File: config.mk
export PLATFORM = sky130hd
export DESIGN_NAME = service_4_alarm_set
export DESIGN_NICKNAME = d
export VERILOG_FILES = /design/src/rtl/service_4_alarm_set.sv
export SDC_FILE = /design/constraint.sdc
export NUM_CORES = 1
export LEC_CHECK = 0
export BUFFER_PORTS_ARGS = -buffer_cell sky130_fd_sc_hd__buf_2
export CELL_PAD_IN_SITES_DETAIL_PLACEMENT = 0
export CELL_PAD_IN_SITES_GLOBAL_PLACEMENT = 2
export CORE_MARGIN = 2
export CORE_UTILIZATION = 41
export CTS_CLUSTER_SIZE = 24
export DETAILED_ROUTE_END_ITERATION = 10
export PLACE_DENSITY = 0.84
export SETUP_SLACK_MARGIN = 0.15
export SLEW_MARGIN = 25
export SYNTH_ARGS = -nofsm -noshare
export SYNTH_HDL_FRONTEND = slang
export SYNTH_SLANG_ARGS = --single-unit
File: constraint.sdc
create_clock -name clk -period 3.5 [get_ports clk]
set_input_delay 0 -clock clk [delete_from_list [all_inputs] [get_ports clk]]
set_output_delay 0 -clock clk [all_outputs]
set_load 0.01 [all_outputs]
File: src/rtl/service_4_alarm_set.sv
// service_4_alarm_set: push-button editor for the packed-BCD alarm time (HHMM).
// Edits go into a shadow copy and reach `alarm` only on commit. The switch
// SPDT4 locks editing and aborts any edit in progress. A timeout also
// abandons an edit.
// Optional feature macro: ALARM_SET_AUTOREPEAT_EN adds hold-to-repeat stepping.
// Without the macro, only press edges step and HOLD_CYCLES/REPEAT_CYCLES are unused.
module service_4_alarm_set #(
    parameter int HOLD_CYCLES    = 50_000_000,
    parameter int REPEAT_CYCLES  = 10_000_000,
    parameter int TIMEOUT_CYCLES = 500_000_000
) (
    input  logic        clk,
    input  logic        resetn,
    input  logic        SPDT4,
    input  logic        push_u,
    input  logic        push_d,
    input  logic        push_c,
    output logic [15:0] alarm,
    output logic [15:0] shadow,
    output logic [1:0]  edit_mode,
    output logic        commit,
    output logic        alarm_set
);

    typedef enum logic [1:0] {
        IDLE     = 2'b00,
        EDIT_HR  = 2'b01,
        EDIT_MIN = 2'b10
    } state_t;

    localparam logic [31:0] TO_LAST = 32'(TIMEOUT_CYCLES - 1);

    state_t      state;
    logic [31:0] to_cnt;
    logic        prev_u;
    logic        prev_d;
    logic        prev_c;
    logic        press_u;
    logic        press_d;
    logic        press_c;
    logic        step_up;
    logic        step_dn;
    logic        to_expire;

    // BCD increment of a two-digit field that wraps from top to 00.
    function automatic logic [7:0] bcd_inc(input logic [7:0] v, input logic [7:0] top);
        logic [7:0] r;
        if (v == top)
            r = 8'h00;
        else if (v[3:0] == 4'h9)
            r = {v[7:4] + 4'h1, 4'h0};
        else
            r = {v[7:4], v[3:0] + 4'h1};
        return r;
    endfunction

    // BCD decrement of a two-digit field that wraps from 00 to top.
    function automatic logic [7:0] bcd_dec(input logic [7:0] v, input logic [7:0] top);
        logic [7:0] r;
        if (v == 8'h00)
            r = top;
        else if (v[3:0] == 4'h0)
            r = {v[7:4] - 4'h1, 4'h9};
        else
            r = {v[7:4], v[3:0] - 4'h1};
        return r;
    endfunction

    // A press is a rising edge. Up and down cancel each other when both are high.
    assign press_c   = push_c & ~prev_c;
    assign press_u   = push_u & ~prev_u & ~push_d;
    assign press_d   = push_d & ~prev_d & ~push_u;
    assign to_expire = (to_cnt == TO_LAST);
    assign edit_mode = state;

`ifdef ALARM_SET_AUTOREPEAT_EN
    localparam logic [31:0] HOLD_LAST = 32'(HOLD_CYCLES - 1);
    localparam logic [31:0] REP_LAST  = 32'(REPEAT_CYCLES - 1);

    logic [31:0] hold_cnt;
    logic        repeating;
    logic        editing;
    logic        state_change;
    logic        hold_run;
    logic        rep_fire;

    assign editing      = (state != IDLE);
    assign state_change = editing & (SPDT4 | press_c | to_expire);
    // Counting needs one button held alone past its press edge, with no state change.
    assign hold_run     = editing & ~state_change & (push_u ^ push_d) &
                          (push_u ? prev_u : prev_d);
    assign rep_fire     = hold_run & (repeating ? (hold_cnt == REP_LAST)
                                                : (hold_cnt == HOLD_LAST));
    assign step_up      = press_u | (rep_fire & push_u);
    assign step_dn      = press_d | (rep_fire & push_d);

    // Hold counter: first gap is HOLD_CYCLES, later gaps are REPEAT_CYCLES.
    always_ff @(posedge clk or posedge resetn) begin
        if (resetn) begin
            hold_cnt  <= 32'd0;
            repeating <= 1'b0;
        end else if (!hold_run) begin
            hold_cnt  <= 32'd0;
            repeating <= 1'b0;
        end else if (rep_fire) begin
            hold_cnt  <= 32'd0;
            repeating <= 1'b1;
        end else begin
            hold_cnt  <= hold_cnt + 32'd1;
        end
    end
`else
    assign step_up = press_u;
    assign step_dn = press_d;
`endif

    // Previous-value flops for button edge detection.
    always_ff @(posedge clk or posedge resetn) begin
        if (resetn) begin
            prev_u <= 1'b0;
            prev_d <= 1'b0;
            prev_c <= 1'b0;
        end else begin
            prev_u <= push_u;
            prev_d <= push_d;
            prev_c <= push_c;
        end
    end

    // Edit FSM. Priority order: lock/abort, select/commit, timeout, then stepping.
    always_ff @(posedge clk or posedge resetn) begin
        if (resetn) begin
            state     <= IDLE;
            alarm     <= 16'h0000;
            shadow    <= 16'h0000;
            commit    <= 1'b0;
            alarm_set <= 1'b0;
            to_cnt    <= 32'd0;
        end else begin
            commit <= 1'b0;
            case (state)
                IDLE: begin
                    to_cnt <= 32'd0;
                    if (press_c && !SPDT4) begin
                        state  <= EDIT_HR;
                        shadow <= alarm;
                    end
                end
                EDIT_HR, EDIT_MIN: begin
                    if (SPDT4) begin
                        state  <= IDLE;
                        shadow <= alarm;
                        to_cnt <= 32'd0;
                    end else if (press_c) begin
                        to_cnt <= 32'd0;
                        if (state == EDIT_HR) begin
                            state <= EDIT_MIN;
                        end else begin
                            state     <= IDLE;
                            alarm     <= shadow;
                            commit    <= 1'b1;
                            alarm_set <= 1'b1;
                        end
                    end else if (to_expire) begin
                        state  <= IDLE;
                        shadow <= alarm;
                        to_cnt <= 32'd0;
                    end else if (step_up || step_dn) begin
                        to_cnt <= 32'd0;
                        if (state == EDIT_HR)
                            shadow[15:8] <= step_up ? bcd_inc(shadow[15:8], 8'h23)
                                                    : bcd_dec(shadow[15:8], 8'h23);
                        else
                            shadow[7:0]  <= step_up ? bcd_inc(shadow[7:0], 8'h59)
                                                    : bcd_dec(shadow[7:0], 8'h59);
                    end else begin
                        to_cnt <= to_cnt + 32'd1;
                    end
                end
                default: begin
                    state  <= IDLE;
                    shadow <= alarm;
                    to_cnt <= 32'd0;
                end
            endcase
        end
    end

endmodule
==> run_summary.xml, run 1 <==
<?xml version="1.0" encoding="UTF-8"?>
<metrics>
  <group name="final_layout">
    <metric name="nets" unit="">498</metric>
    <metric name="fillCellCount" unit="">971</metric>
    <metric name="fraction_of_layout_instances_using_a_drive_strength_above_1" unit="%">21.8</metric>
    <metric name="syn_to_final_growth" unit="%">14.9</metric>
    <metric name="design_area" unit="sq mm">0.00479</metric>
    <metric name="antenna-diode-count" unit="">0</metric>
  </group>
  <group name="sta">
    <metric name="finalClockSkew" unit="ns">0.0127</metric>
    <metric name="slew-limit-headroom" unit="%">46.2</metric>
    <metric name="worst_pin_slew" unit="ns">0.799</metric>
    <metric name="maxSlewViolCount" unit="">0</metric>
    <metric name="timing.setup.tns" unit="ns">0</metric>
    <metric name="timing.final.crit_share" unit="%">71.2</metric>
    <metric name="grt_setup_unrepaired" unit="">no</metric>
    <metric name="achievable-frequency" unit="GHz">0.401</metric>
    <metric name="hold_viol" unit="">0</metric>
    <metric name="period_minus_ws_final" unit="ns">2.49</metric>
    <metric name="timing.final.setup_violations" unit="">0</metric>
    <metric name="whs" unit="ns">0.301</metric>
  </group>
  <group name="placement">
    <metric name="io_buffers" unit="">41</metric>
    <metric name="gp_congestion" unit="">0.783</metric>
    <metric name="dp_hpwl" unit="um">6550</metric>
    <metric name="placed_cell_area" unit="sq mm">0.00452</metric>
  </group>
  <group name="global_route">
    <metric name="grt_usage" unit="%">18.1</metric>
    <metric name="grt_first_pass_wirelength" unit="um">16100</metric>
    <metric name="grt_start_max_net_pins" unit="">42</metric>
    <metric name="grt_antenna_before_repair" unit="">0</metric>
    <metric name="first_global_vias" unit="">3240</metric>
    <metric name="overflow" unit="">0</metric>
  </group>
  <group name="power">
    <metric name="p_leak" unit="nW">2.14</metric>
    <metric name="p_sw_share" unit="%">39.0</metric>
    <metric name="max-vdd-ir-drop" unit="uV">189</metric>
    <metric name="seq_power_share" unit="%">37.4</metric>
    <metric name="pwr_density_cell" unit="mW/mm^2">641</metric>
    <metric name="power_switching" unit="mW">1.20</metric>
    <metric name="pwr-share-comb" unit="%">40.1</metric>
    <metric name="intPower" unit="mW">1.88</metric>
    <metric name="pwr-share-clk" unit="%">22.5</metric>
  </group>
  <group name="synthesis">
    <metric name="yosysTopAreaCell" unit="">sky130_fd_sc_hd__dfrtp_1</metric>
    <metric name="ys_seq_elements" unit="">71</metric>
    <metric name="synthMostInstantiatedCell" unit="">sky130_fd_sc_hd__dfrtp_1</metric>
    <metric name="synth_edf_count" unit="">0</metric>
    <metric name="synth_xor_xnor_area_share" unit="%">6.51</metric>
    <metric name="synth_top_cells_by_area" unit="">sky130_fd_sc_hd__dfrtp_1 (43%), sky130_fd_sc_hd__ha_1 (5.7%), sky130_fd_sc_hd__xor2_1 (4.8%)</metric>
    <metric name="ys.warnings.count" unit="">0</metric>
    <metric name="synthesis.area" unit="sq mm">0.00417</metric>
    <metric name="synth_cell_types" unit="">65</metric>
    <metric name="dominant_combinational_cell_family_by_area_after_synthesis" unit="">simple AND/OR/NAND/NOR gates</metric>
    <metric name="fraction_of_the_mapped_netlist_area_in_compound_gates" unit="%">11.8</metric>
    <metric name="yosys.area_share.adder" unit="%">5.70</metric>
    <metric name="synth_sequential_area_ratio" unit="%">42.6</metric>
    <metric name="postSynth.asyncResetShare" unit="%">100</metric>
    <metric name="ys_dominant_reg_cell" unit="">sky130_fd_sc_hd__dfrtp_1</metric>
    <metric name="synth_nets" unit="">448</metric>
    <metric name="netlist_top_cells_count" unit="">sky130_fd_sc_hd__dfrtp_1 (71), sky130_fd_sc_hd__nor2_1 (47), sky130_fd_sc_hd__nand2_1 (35)</metric>
    <metric name="synthMuxAreaShare" unit="%">7.80</metric>
    <metric name="syn_inst" unit="">423</metric>
    <metric name="synthDominantCellAreaShare" unit="%">42.6</metric>
    <metric name="synth_simple_gate_area_share" unit="%">22.0</metric>
    <metric name="synthesis.area_per_instance" unit="sq um">9.86</metric>
  </group>
  <group name="setup_path">
    <metric name="worst-path-max-fanout" unit="">9</metric>
    <metric name="regToRegStartpoint" unit="">shadow[0]</metric>
    <metric name="worst_setup_path_startpoint" unit="">shadow[0]</metric>
    <metric name="worst_ep_arrival_time" unit="ns">2.72</metric>
    <metric name="crit_required" unit="ns">3.73</metric>
    <metric name="critical_path.startpoint_type" unit="">flip-flop</metric>
    <metric name="crit_type" unit="">flip-flop to flip-flop</metric>
    <metric name="endpoint_kind" unit="">flip-flop</metric>
  </group>
  <group name="floorplan">
    <metric name="die_h" unit="um">105</metric>
    <metric name="initial_core_util" unit="%">42.5</metric>
    <metric name="die-area" unit="sq mm">0.0110</metric>
    <metric name="fp.dieW" unit="um">105</metric>
    <metric name="design.portCount" unit="">42</metric>
    <metric name="core-area" unit="sq mm">0.00982</metric>
    <metric name="num_rows" unit="">36</metric>
  </group>
  <group name="clock_tree">
    <metric name="clk_pin_slew_worst_paths" unit="ns">0.08</metric>
    <metric name="tritoncts.num_buffers" unit="">9</metric>
    <metric name="tritoncts" unit="">done</metric>
    <metric name="clock-sinks" unit="">71</metric>
    <metric name="cts-resized-gates" unit="">0</metric>
    <metric name="clk_root_buffer_cell" unit="">sky130_fd_sc_hd__clkbuf_8</metric>
    <metric name="clk-insertion-delay-late" unit="ns">0.35</metric>
    <metric name="htree_num_levels" unit="">3</metric>
    <metric name="clockBufferDepth" unit="">2</metric>
  </group>
  <group name="route">
    <metric name="final_antenna_net_count" unit="">0</metric>
    <metric name="routedWlPerCell" unit="um">15.3</metric>
    <metric name="route.detailed.drc" unit="">0</metric>
    <metric name="routed_via_density" unit="">5.26</metric>
    <metric name="drt_pass1_iterations" unit="">4</metric>
    <metric name="detailedRoute.firstIterationViolations" unit="">112</metric>
    <metric name="routed-via-count" unit="">3215</metric>
    <metric name="wire_length_after_detailed_routing" unit="um">9320</metric>
  </group>
  <group name="min_path">
    <metric name="timing.hold.worst.class" unit="">input pin to asynchronous set/reset pin</metric>
  </group>
  <group name="outcome">
    <metric name="outcome" unit="">finished, final reports clean</metric>
  </group>
  <group name="run">
    <metric name="maxCapViolCount" unit="">0</metric>
  </group>
</metrics>
per-stage QoR:
stage / utilization (%) / total power, mW / cells / worst slack (ns)
final: 48.8 / 3.07 / 611 / 1.01
after global routing: 48.8 / 3.31 / 611 / 0.862
after detailed placement: 46.0 / 2.39 / 589 / 0.791
after CTS: 48.6 / 3.09 / 610 / 0.809
after floorplan: - / 2.02 / 423 / 1.34
after global placement: 46.0 / 2.36 / 589 / 0.810
kinds of logic (layout without fill, tap and decap cells):
kind of cell,after synthesis,in the layout
buf+inv,32,87
flops,71,71
mux,29,29
fa+ha+maj,19,19
simple gates,166,166
compound gates,75,75
xor+xnor,31,31
final cells by class:
| type | instances | area, sq um | area share, % |
|---|---|---|---|
| clock buffers | 13 | 169 | 3.52 |
| clock inverters | 3 | 40.0 | 0.836 |
| inverters | 18 | 67.6 | 1.41 |
| multi-input cells | 320 | 2260 | 47.1 |
| flip-flops and latches | 71 | 1780 | 37.1 |
| well taps | 133 | 166 | 3.47 |
| repair buffers | 53 | 315 | 6.58 |
sequential cells by signal, summed over array words and instances, names as in the netlist:
signal,flops
alarm_set,1
shadow,16
to_cnt,32
prev_c,1
prev_u,1
edit_mode,2
commit,1
prev_d,1
alarm,16
placed cells by master, fill, tap and decap left out, types with 5 or more instances in the layout:
master,count
sky130_fd_sc_hd__xnor2_1,8
sky130_fd_sc_hd__buf_2,41
sky130_fd_sc_hd__and4_1,6
sky130_fd_sc_hd__nand4_1,9
sky130_fd_sc_hd__nand2_1,35
sky130_fd_sc_hd__nor2_1,47
sky130_fd_sc_hd__buf_4,6
sky130_fd_sc_hd__dfrtp_1,71
sky130_fd_sc_hd__inv_1,17
sky130_fd_sc_hd__a21oi_1,23
sky130_fd_sc_hd__mux2_2,16
sky130_fd_sc_hd__nand2b_1,5
sky130_fd_sc_hd__clkbuf_8,12
sky130_fd_sc_hd__mux2i_1,7
sky130_fd_sc_hd__o21ai_0,17
sky130_fd_sc_hd__nand3_1,26
sky130_fd_sc_hd__xor2_1,23
sky130_fd_sc_hd__ha_1,19
sky130_fd_sc_hd__dlygate4sd3_1,5
layer usage:
layer,vias to the layer above,share of wire [%],GRT usage [%]
li1,1604,-,-
met1,1549,48,24.3
met2,52,48,29.2
met3,10,2.6,3.43
met4,0,1.5,6.19
met5,-,0,0
power groups by stage:
stage               Sequential, mW  Combinational (mW)  Clock, mW
global route                  1.18                1.39      0.748
detailed placement            1.17                1.22          0
floorplan                     1.15               0.868          0
CTS                           1.15                1.23      0.712
finish                        1.15                1.23      0.693
global placement              1.16                1.21          0
critical path, cell delays in order (launching register included):
cell and delay (ns):
sky130_fd_sc_hd__dfrtp_1 0.49, sky130_fd_sc_hd__inv_1 0.14, sky130_fd_sc_hd__ha_1 0.20, sky130_fd_sc_hd__or3b_1 0.41, sky130_fd_sc_hd__nor2_1 0.28, sky130_fd_sc_hd__o22ai_1 0.15, sky130_fd_sc_hd__a21oi_1 0.21, sky130_fd_sc_hd__o31ai_2 0.14
sky130_fd_sc_hd__mux2_1 0.35
timing repair:
action,CTS,global route
setup buffers,0,0
hold buffers,5,0
hold endpoints to repair,34,0
final timing paths:
path	endpoint	slack, ns	depth (start not counted)
worst max-delay path	shadow[5]	1.01	8
worst min-delay path	to_cnt[3]	0.30	3
worst max register to register	shadow[5]	1.01	8
worst min register to register	alarm_set	0.48	1
max in group asynchronous	to_cnt[28]	2.21	4
min in group clk	prev_c	0.33	2
Power figures use the tool's default switching activity.
==> run 2: changes to the inputs <==
CORE_UTILIZATION = 34   (was 41)
PLACE_DENSITY = 0.75   (was 0.84)
clock period = 2.2 ns   (was 3.5 ns; I/O delays follow)
==> run 2 against run 1 <==
  * Setup slack worse by 0.85 ns
  * Die area up 20%
  * Largest power group unchanged
  * Highest routed layer unchanged
  * Sequential power up 53%
==> run_summary.xml, run 2 (same netlist as run 1, synthesis figures left out) <==
<?xml version="1.0" encoding="UTF-8"?>
<metrics>
  <group name="final_layout">
    <metric name="nets" unit="">538</metric>
    <metric name="fillCellCount" unit="">1192</metric>
    <metric name="largest_register_ffs" unit="">32</metric>
    <metric name="multi_input_area" unit="sq mm">0.00241</metric>
    <metric name="fraction_of_layout_instances_using_a_drive_strength_above_1" unit="%">32.9</metric>
    <metric name="syn_to_final_growth" unit="%">28.7</metric>
    <metric name="mostFrequentLayoutCells" unit="">sky130_fd_sc_hd__dfrtp_1 (68), sky130_fd_sc_hd__nor2_1 (43), sky130_fd_sc_hd__buf_2 (41)</metric>
    <metric name="antenna-diode-count" unit="">0</metric>
    <metric name="layout.cells.most_common" unit="">sky130_fd_sc_hd__dfrtp_1</metric>
    <metric name="largest-register" unit="">to_cnt</metric>
    <metric name="seq_area" unit="sq mm">0.00178</metric>
    <metric name="layout_top_registers" unit="">to_cnt (32), alarm (16), shadow (16)</metric>
  </group>
  <group name="placement">
    <metric name="io_buffers" unit="">41</metric>
    <metric name="gp_congestion" unit="">0.820</metric>
    <metric name="dp_hpwl" unit="um">7170</metric>
  </group>
  <group name="power">
    <metric name="pwr-share-clk" unit="%">23.4</metric>
    <metric name="p_leak" unit="nW">2.43</metric>
    <metric name="pwr_density_cell" unit="mW/mm^2">1060</metric>
    <metric name="intPower" unit="mW">3.51</metric>
    <metric name="max-vdd-ir-drop" unit="uV">265</metric>
    <metric name="pwr-share-comb" unit="%">45.8</metric>
    <metric name="power_switching" unit="mW">2.18</metric>
    <metric name="seq_power_share" unit="%">30.9</metric>
    <metric name="p_sw_share" unit="%">38.3</metric>
    <metric name="power.total" unit="mW">5.69</metric>
  </group>
  <group name="run">
    <metric name="maxCapViolCount" unit="">0</metric>
  </group>
  <group name="setup_path">
    <metric name="critPathMaxStageDelay" unit="ns">0.43</metric>
    <metric name="endpoint_kind" unit="">flip-flop</metric>
    <metric name="crit_chain" unit="">or3b_4 &gt; mux2_2 &gt; o221ai_2 &gt; a21oi_2 &gt; nor3_4 &gt; mux2_4</metric>
    <metric name="critical_path.startpoint_type" unit="">flip-flop</metric>
    <metric name="worst-path-max-fanout" unit="">5</metric>
    <metric name="cpMaxStageDelayCell" unit="">sky130_fd_sc_hd__or3b_4</metric>
    <metric name="worst_ep_arrival_time" unit="ns">2.26</metric>
    <metric name="crit_type" unit="">flip-flop to flip-flop</metric>
    <metric name="crit_required" unit="ns">2.42</metric>
  </group>
  <group name="sta">
    <metric name="grt_setup_unrepaired" unit="">yes</metric>
    <metric name="achievable-frequency" unit="GHz">0.490</metric>
    <metric name="timing.final.crit_share" unit="%">92.7</metric>
    <metric name="slew-limit-headroom" unit="%">72.0</metric>
    <metric name="period_minus_ws_final" unit="ns">2.04</metric>
    <metric name="maxSlewViolCount" unit="">0</metric>
    <metric name="finalClockSkew" unit="ns">0.00534</metric>
    <metric name="hold_viol" unit="">0</metric>
    <metric name="timing.setup.tns" unit="ns">0</metric>
    <metric name="timing.final.setup_violations" unit="">0</metric>
    <metric name="worst_pin_slew" unit="ns">0.418</metric>
  </group>
  <group name="min_path">
    <metric name="timing.hold.worst.class" unit="">input pin to asynchronous set/reset pin</metric>
  </group>
  <group name="clock_tree">
    <metric name="clockBufferDepth" unit="">2</metric>
    <metric name="tritoncts.num_buffers" unit="">9</metric>
    <metric name="tritoncts" unit="">done</metric>
    <metric name="clk_root_buffer_cell" unit="">sky130_fd_sc_hd__clkbuf_16</metric>
    <metric name="clock-sinks" unit="">71</metric>
    <metric name="clk-insertion-delay-late" unit="ns">0.34</metric>
    <metric name="htree_num_levels" unit="">3</metric>
    <metric name="clk_pin_slew_worst_paths" unit="ns">0.05</metric>
  </group>
  <group name="route">
    <metric name="routed-via-count" unit="">3348</metric>
    <metric name="route.detailed.drc" unit="">0</metric>
    <metric name="routedWlPerCell" unit="um">15.4</metric>
    <metric name="wire_length_after_detailed_routing" unit="um">10200</metric>
    <metric name="final_antenna_net_count" unit="">0</metric>
    <metric name="detailedRoute.firstIterationViolations" unit="">176</metric>
    <metric name="drt_pass1_iterations" unit="">4</metric>
    <metric name="routed_via_density" unit="">5.04</metric>
  </group>
  <group name="floorplan">
    <metric name="num_rows" unit="">40</metric>
    <metric name="die_h" unit="um">115</metric>
    <metric name="die-area" unit="sq mm">0.0132</metric>
    <metric name="design.portCount" unit="">42</metric>
    <metric name="initial_core_util" unit="%">34.7</metric>
    <metric name="fp.dieW" unit="um">115</metric>
    <metric name="core-area" unit="sq mm">0.0120</metric>
  </group>
  <group name="global_route">
    <metric name="grt_usage" unit="%">16.6</metric>
    <metric name="grt_start_max_net_pins" unit="">72</metric>
    <metric name="grt_antenna_before_repair" unit="">0</metric>
    <metric name="first_global_vias" unit="">3404</metric>
    <metric name="overflow" unit="">0</metric>
    <metric name="grt_first_pass_wirelength" unit="um">17000</metric>
  </group>
  <group name="outcome">
    <metric name="outcome" unit="">finished, final reports clean</metric>
  </group>
</metrics>
[run 2: cell types whose count changed in the layout (fill, tap and decap cells not counted), moves of 4 or more]
cell and delta:
sky130_fd_sc_hd__buf_4 +34, sky130_fd_sc_hd__nor2_1 -4, sky130_fd_sc_hd__clkbuf_16 +9, sky130_fd_sc_hd__buf_6 +4, sky130_fd_sc_hd__clkbuf_8 -11
[run 2: layer usage]
layer | wire [um] | share of wire (%) | track usage, %
met5 | 0 | 0 | 0
met4 | 190 | 1.9 | 6.75
met2 | 5030 | 49 | 28.2
met1 | 4690 | 46 | 20.8
met3 | 289 | 2.8 | 3.11
[run 2: worst max-delay path, delay by kind of cell, from the launching register on]
kind / cells / cell delay [ns]
AO/OA/AOI/OAI: 2 / 0.28
multiplexers: 2 / 0.61
flip-flops: 1 / 0.37
AND/OR/NAND/NOR: 2 / 0.65
[run 2: what timing repair did]
action / 4_1_cts / 5_1_grt
pin swaps: 4 / 7
resized for setup: 10 / 22
endpoints found under the hold margin: 75 / 0
hold buffers: 5 / 0
buffers inserted: 3 / 9
setup endpoints to repair: 7 / 11
[run 2: through the flow]
stage	area [sq um]	util [%]	hold WS (ns)	setup WS (ns)	std cells
5_1_grt	5370	44.7	0.346	0.0861	664
6_report	5370	44.7	0.290	0.161	664
2_1_floorplan	4200	-	0.0314	0.156	423
3_3_place_gp	4820	40.1	0.117	0.0623	632
4_1_cts	5210	43.4	0.301	0.134	655
3_5_place_dp	4820	40.1	0.121	0.0804	632
[run 2: power by group through the flow]
stage	Clock (mW)	Sequential [mW]	Combinational, mW
2_1_floorplan	0	1.84	1.42
6_report	1.33	1.76	2.61
5_1_grt	1.43	1.79	2.86
3_5_place_dp	0	1.78	2.34
3_3_place_gp	0	1.76	2.34
4_1_cts	1.38	1.75	2.43
[run 2: layout make-up]
type / count / area share, %
Multi-Input combinational cell: 320 / 44.8
Timing Repair Buffer: 93 / 12.3
Sequential cell: 71 / 33.2
Tap cell: 147 / 3.43
Clock buffer: 11 / 4.52
Clock inverter: 4 / 0.419
Inverter: 18 / 1.35
[run 2: final timing paths]
path                            from         end  slack (ns)  depth (start not counted)
min                           resetn      prev_c        0.29                          4
max                           prev_u  shadow[14]        0.16                          6
min reg2reg                alarm_set   alarm_set        0.46                          1
max in group asynchronous     resetn  to_cnt[21]        1.56                          4
min in group clk              push_c      prev_c        0.32                          2
max reg2reg                   prev_u  shadow[14]        0.16                          6
